`config.mk`:
```
export PLATFORM = sky130hd
export DESIGN_NAME = adc_calc_coef_bank
export DESIGN_NICKNAME = d
export VERILOG_FILES = /design/src/rtl/adc_calc_pkg.sv /design/src/rtl/adc_coef_stream.sv /design/src/rtl/adc_calc_coef_bank.sv
export SDC_FILE = /design/constraint.sdc
export NUM_CORES = 2
export LEC_CHECK = 0
export CORE_UTILIZATION = 41
export CTS_CLUSTER_DIAMETER = 100
export DETAILED_ROUTE_END_ITERATION = 7
export HOLD_SLACK_MARGIN = 0.15
export PLACE_DENSITY_LB_ADDON = 0.08
export SLEW_MARGIN = 10
export SYNTH_ARGS = -nofsm -noshare
export SYNTH_HDL_FRONTEND = slang
export SYNTH_SLANG_ARGS = --single-unit
```
`constraint.sdc`:
```
create_clock -name i_clk -period 78.3 [get_ports i_clk]
set_input_delay 11.745 -clock i_clk [delete_from_list [all_inputs] [get_ports i_clk]]
set_output_delay 11.745 -clock i_clk [all_outputs]
set_load 0.01 [all_outputs]
```
`src/rtl/adc_calc_pkg.sv`:
```
// Shared reset coefficients, serializer state encoding and word-index decode
// for the ADC calibration coefficient bank.
package adc_calc_pkg;

  localparam logic [31:0] GAIN_RST_DEF   = 32'h35A0_0000;
  localparam logic [31:0] OFFSET_RST_DEF = 32'hC120_0000;

  typedef enum logic {
    ST_IDLE,
    ST_STREAM
  } coef_state_e;

  typedef struct packed {
    logic [4:0] ch;
    logic       is_offset;
  } coef_sel_t;

  // Even word = gain, odd word = offset of channel widx/2.
  function automatic coef_sel_t coef_decode(input logic [5:0] widx);
    coef_sel_t sel;
    sel.ch        = widx[5:1];
    sel.is_offset = widx[0];
    return sel;
  endfunction

endpackage

```
`src/rtl/adc_coef_stream.sv`:
```
// AXI-Stream serializer: walks the active bank word by word after each applied
// commit and decides when the parent must copy shadow into active.
module adc_coef_stream
  import adc_calc_pkg::*;
#(
  parameter int unsigned N_CH = 10,
  parameter int unsigned AW   = $clog2(2 * N_CH)
) (
  input  logic          i_clk,
  input  logic          i_rst,
  input  logic          i_commit,
  input  logic [31:0]   i_word,
  output logic [AW-1:0] o_idx,
  output logic          o_apply,
  output logic          o_busy,
  output logic [31:0]   m_axis_tdata,
  output logic [AW-1:0] m_axis_tuser,
  output logic          m_axis_tvalid,
  output logic          m_axis_tlast,
  input  logic          m_axis_tready
);

  localparam logic [AW-1:0] LAST_IDX = AW'(2 * N_CH - 1);

  coef_state_e   state_q, state_d;
  logic [AW-1:0] idx_q, idx_d;
  logic          pending_q, pending_d;
  logic          is_last;

  assign is_last = (idx_q == LAST_IDX);
  assign o_idx   = idx_q;

  always_ff @(posedge i_clk or posedge i_rst) begin
    if (i_rst) begin
      state_q   <= ST_IDLE;
      idx_q     <= '0;
      pending_q <= 1'b0;
    end else begin
      state_q   <= state_d;
      idx_q     <= idx_d;
      pending_q <= pending_d;
    end
  end

  always_comb begin
    state_d       = state_q;
    idx_d         = idx_q;
    pending_d     = pending_q;
    o_apply       = 1'b0;
    o_busy        = 1'b0;
    m_axis_tvalid = 1'b0;
    m_axis_tdata  = '0;
    m_axis_tuser  = '0;
    m_axis_tlast  = 1'b0;
    case (state_q)
      ST_IDLE: begin
        if (i_commit) begin
          o_apply   = 1'b1;
          idx_d     = '0;
          pending_d = 1'b0;
          state_d   = ST_STREAM;
        end
      end
      ST_STREAM: begin
        o_busy        = 1'b1;
        m_axis_tvalid = 1'b1;
        m_axis_tdata  = i_word;
        m_axis_tuser  = idx_q;
        m_axis_tlast  = is_last;
        if (i_commit) pending_d = 1'b1;
        if (m_axis_tready) begin
          if (is_last) begin
            // A commit seen at any point in this stream restarts it back-to-back.
            idx_d     = '0;
            pending_d = 1'b0;
            if (pending_q || i_commit) o_apply = 1'b1;
            else                       state_d = ST_IDLE;
          end else begin
            idx_d = idx_q + AW'(1);
          end
        end
      end
      default: state_d = ST_IDLE;
    endcase
  end

endmodule

```
`src/rtl/adc_calc_coef_bank.sv`:
```
// Shadow/active gain-offset coefficient banks with commit-driven update and an
// AXI-Stream copy of every applied bank.
module adc_calc_coef_bank
  import adc_calc_pkg::*;
#(
  parameter int unsigned N_CH       = 10,
  parameter logic [31:0] GAIN_RST   = GAIN_RST_DEF,
  parameter logic [31:0] OFFSET_RST = OFFSET_RST_DEF,
  localparam int unsigned AW        = $clog2(2 * N_CH)
) (
  input  logic              i_clk,
  input  logic              i_rst,
  input  logic              i_wr_en,
  input  logic [AW-1:0]     i_wr_addr,
  input  logic [31:0]       i_wr_data,
  input  logic              i_commit,
  output logic [N_CH*32-1:0] o_gain,
  output logic [N_CH*32-1:0] o_offset,
  output logic [31:0]       m_axis_tdata,
  output logic [AW-1:0]     m_axis_tuser,
  output logic              m_axis_tvalid,
  output logic              m_axis_tlast,
  input  logic              m_axis_tready,
  output logic              o_busy,
  output logic              o_dirty
);

  localparam int unsigned CW = (N_CH > 1) ? $clog2(N_CH) : 1;
  localparam int unsigned NW = 2 * N_CH;

  logic [31:0]   gain_sh_q  [N_CH];
  logic [31:0]   off_sh_q   [N_CH];
  logic [31:0]   gain_act_q [N_CH];
  logic [31:0]   off_act_q  [N_CH];
  logic          dirty_q;
  logic          wr_ok;
  logic          apply;
  coef_sel_t     wr_sel;
  coef_sel_t     rd_sel;
  logic [AW-1:0] rd_idx;
  logic [31:0]   rd_word;

  assign wr_ok   = i_wr_en && ({1'b0, i_wr_addr} < (AW + 1)'(NW));
  assign wr_sel  = coef_decode(6'(i_wr_addr));
  assign rd_sel  = coef_decode(6'(rd_idx));
  assign rd_word = rd_sel.is_offset ? off_act_q[rd_sel.ch[CW-1:0]]
                                    : gain_act_q[rd_sel.ch[CW-1:0]];
  assign o_dirty = dirty_q;

  always_ff @(posedge i_clk or posedge i_rst) begin
    if (i_rst) begin
      for (int unsigned c = 0; c < N_CH; c++) begin
        gain_sh_q[c]  <= GAIN_RST;
        off_sh_q[c]   <= OFFSET_RST;
        gain_act_q[c] <= GAIN_RST;
        off_act_q[c]  <= OFFSET_RST;
      end
      dirty_q <= 1'b0;
    end else begin
      // Commit samples the shadow before a same-cycle write lands, and that
      // write keeps the bank marked dirty.
      if (apply) begin
        gain_act_q <= gain_sh_q;
        off_act_q  <= off_sh_q;
        dirty_q    <= 1'b0;
      end
      if (wr_ok) begin
        if (wr_sel.is_offset) off_sh_q[wr_sel.ch[CW-1:0]]  <= i_wr_data;
        else                  gain_sh_q[wr_sel.ch[CW-1:0]] <= i_wr_data;
        dirty_q <= 1'b1;
      end
    end
  end

  for (genvar g = 0; g < N_CH; g++) begin : g_pack
    assign o_gain[g*32 +: 32]   = gain_act_q[g];
    assign o_offset[g*32 +: 32] = off_act_q[g];
  end

  adc_coef_stream #(
    .N_CH (N_CH),
    .AW   (AW)
  ) u_stream (
    .i_clk         (i_clk),
    .i_rst         (i_rst),
    .i_commit      (i_commit),
    .i_word        (rd_word),
    .o_idx         (rd_idx),
    .o_apply       (apply),
    .o_busy        (o_busy),
    .m_axis_tdata  (m_axis_tdata),
    .m_axis_tuser  (m_axis_tuser),
    .m_axis_tvalid (m_axis_tvalid),
    .m_axis_tlast  (m_axis_tlast),
    .m_axis_tready (m_axis_tready)
  );

endmodule

```
==> results by group <==
STA
  – Fmax: 59.9 MHz
  – Min cycle time layout: 16.68 ns
  – Fin. Hold Viols: 0
  – Rel. slew slack: 17.7%
  – Max Slew Vio Count: 0
  – Final clock skew: 0.0261 ns
  – RSZ-0062 raised after global routing: no
  – Crit share post-route: 21.3%
  – Worst Setup Slack, final: 61.62 ns
  – Setup_tns: 0 ns
  – # setup viols final: 0
  – Least-Margin Pin Slew: 1.23 ns

Synthesis
  – Synth area leader: dfrtp_1
  – Syn Inst Count: 3414
  – Register bit total from synthesis: 1288
  – Seq/Total Area, Yosys: 60.1%
  – Syn Area/Cell: 15.8 sq um
  – YS warnings: 0
  – Number of synthesized flops with an enable pin: 0
  – Synth top area share: 50.4%
  – Main synth FF type: dfrtp_1
  – Syn Std Cell Area: 54000 sq um
  – Synth async-reset ratio: 100%
  – Post-synthesis cell type count: 43
  – Syn Nets: 3457
  – Commonest cells post-synth: dfrtp_1, mux2_2, mux2_1
  – Top cells by area, synth: dfrtp_1, mux2_2, mux2_1
  – Most common cell in the netlist: dfrtp_1

Finish
  – Layout area overhead: 24.2%
  – Final instance area: 67100 sq um
  – Final #Nets: 4107
  – Layout cell share with drive strength beyond 1: 32.7%

Floorplan
  – Die Span X: 365 microns
  – I/O Pins: 723
  – Rows: 132
  – Core Area: 130000 sq um
  – Die Area: 133000 sq um
  – Die Y: 365 microns
  – Initial Utilization: 41.5%

Routing
  – Vias: 32148
  – Pre-antenna DRT Iters: 5
  – DRC viols: 0
  – Via density: 5.43
  – Starting DRT DRC Count: 2099
  – Total Routed Length: 174000 microns
  – Drt wl/cell: 29.3 microns
  – Post-route ant nets: 0

Setup path
  – CP max FO: 40
  – CP bufs+invs: 3
  – Crit-path max cell delay: 0.81 ns
  – Worst Reg-to-Reg Cells: 9
  – CP required: 66.56 ns
  – WP depth: 7
  – RR Endpoint: o_gain[77]
  – CP arrival: 4.94 ns
  – Crit. Startpoint: u_stream.o_idx[1]
  – Crit-path cells: buf_4 > buf_4 > mux2_2 > o22ai_1 > o22ai_1 > a22o_1 > clkdlybuf4s50_1
  – Critical Path Start Type: flip-flop
  – Critical path class: flip-flop to output pin
  – CP endpoint kind: output pin
  – Crit path max-delay family: buffers and inverters
  – R2R Setup Slk: 71.50 ns
  – Reg2reg start: u_stream.o_idx[2]
  – Critical path's slowest cell: dfrtp_4
  – Worst Setup EP: m_axis_tdata[5]

Global routing
  – Gr ovfl total: 0
  – Initial antenna violation count: 17
  – GRT Util Overall: 26.1%
  – Largest net degree at the start of global routing: 167
  – Vias in the first global route: 32645
  – First-pass GRT wire length: 248000 microns

Clocking
  – Post-CTS setup buffer count: 0
  – Gates resized, CTS repair: 0
  – Hold Buf Count CTS: 0
  – Clock buffer count from CTS: 144
  – Worst-path clk slew: 0.06 ns
  – Deepest clock path buffer count: 3
  – Clk_lat worst skew: 0.75 ns
  – Clk sinks: 1288
  – H-tree Lvls: 4
  – Root Buffer: clkbuf_16
  – CTS tree: built

Power
  – VDD IR max: 0.0000215 V
  – Power density cells: 34.6 nW/um^2
  – P_leak: 30.8 nW

Outcome
  – Outcome: completed

Min path
  – Worst Hold Class: flip-flop to flip-flop
  – Min-delay src: gain_sh_q[81]

Placed design
  – Buffers on Ports: 722
  – Final RePlAce weighted congestion: 0.838
  – Placement Cell Area: 62400 sq um
  – HPWL after DPL: 117000 microns
  – Dpl ws: 60.83 ns

Flow run
  – Max_cap viols: 0
[per-stage QoR]
stage	hold WS (ns)	power (mW)	cells	util, %
after global placement	0.458	1.66	5660	48.0
after CTS	0.468	2.34	5916	51.5
final	0.466	2.32	5924	51.6
after global routing	0.484	2.42	5916	51.5
after detailed placement	0.465	1.67	5660	48.0
after floorplan	0.450	1.26	3414	-
[report_power, final]
part / total, mW / switching, mW / internal [mW] / leakage (nW)
Clock: 0.666 / 0.272 / 0.394 / 2.26
Sequential: 0.955 / 0.126 / 0.829 / 16.5
Combinational: 0.702 / 0.352 / 0.350 / 12.0
[per-layer routing]
metal / wire length, microns / vias to the layer above / track usage (%) / share of wire, %
met5: 43 / - / 0 / 0.025
met4: 4430 / 8 / 7.00 / 2.6
met3: 14000 / 215 / 7.99 / 8.1
met2: 74200 / 883 / 37.1 / 43
met1: 80900 / 17324 / 38.4 / 47
li1: - / 13718 / - / -
[layout make-up]
type	instances	area (sq um)
multi-input cells	1836	20000
inverters	5	26.3
flip-flops and latches	1288	32500
repair buffers	789	7750
well taps	1742	2180
fillers	11229	63100
clock inverters	27	310
diodes	8	20.0
clock buffers	229	4320
[worst register-to-register path, cell delays in order (launching register included)]
cell and delay, ns:
dfrtp_4 0.80, buf_4 0.75, nor3b_2 0.16, nand3_1 0.25, a21o_4 0.67, buf_4 0.82
buf_4 1.00, buf_4 0.81, buf_4 0.96, mux2_2 0.48
[worst min-delay path by stage]
stage,to,depth (start not counted)
global route,o_offset[46],1
CTS,o_offset[193],1
global placement,o_offset[143],1
finish,o_gain[241],1
detailed placement,o_offset[77],1
floorplan,gain_sh_q[81],1
[layout by cell type (no fill, tap or decap), types with 27 or more instances in the layout]
cell type | synthesis | routed
a22o_1 | 33 | 33
nor2_1 | 42 | 40
dfrtp_1 | 1088 | 1084
o22ai_1 | 97 | 97
clkbuf_8 | 0 | 27
buf_4 | 4 | 65
mux4_2 | 64 | 64
mux2i_1 | 128 | 128
clkbuf_16 | 0 | 150
mux2_2 | 793 | 793
a221o_1 | 32 | 32
o21a_1 | 32 | 32
clkdlybuf4s50_1 | 0 | 722
mux2_1 | 551 | 551
dfstp_2 | 200 | 200
clkbuf_1 | 113 | 52
[sequential cells by signal, summed over array words and instances, names as in the netlist]
name	cells
gain_sh_q	320
o_dirty	1
o_gain	320
o_offset	320
off_sh_q	320
u_stream.o_idx	5
u_stream.pending_q	1
u_stream.state_q	1
[cells by family (layout without fill, tap and decap cells)]
family                   Yosys count  in the layout  share of synthesized area, %
other                              0              8                             0
adder cells (fa/ha/maj)            1              1                        0.0232
AND/OR/NAND/NOR                   88             88                         0.811
multiplexers                    1536           1536                          33.1
flip-flops                      1288           1288                          60.1
buffers and inverters            290           1050                          3.07
AO/OA/AOI/OAI                    211            211                          2.89
(Power assumes the default switching activity.)
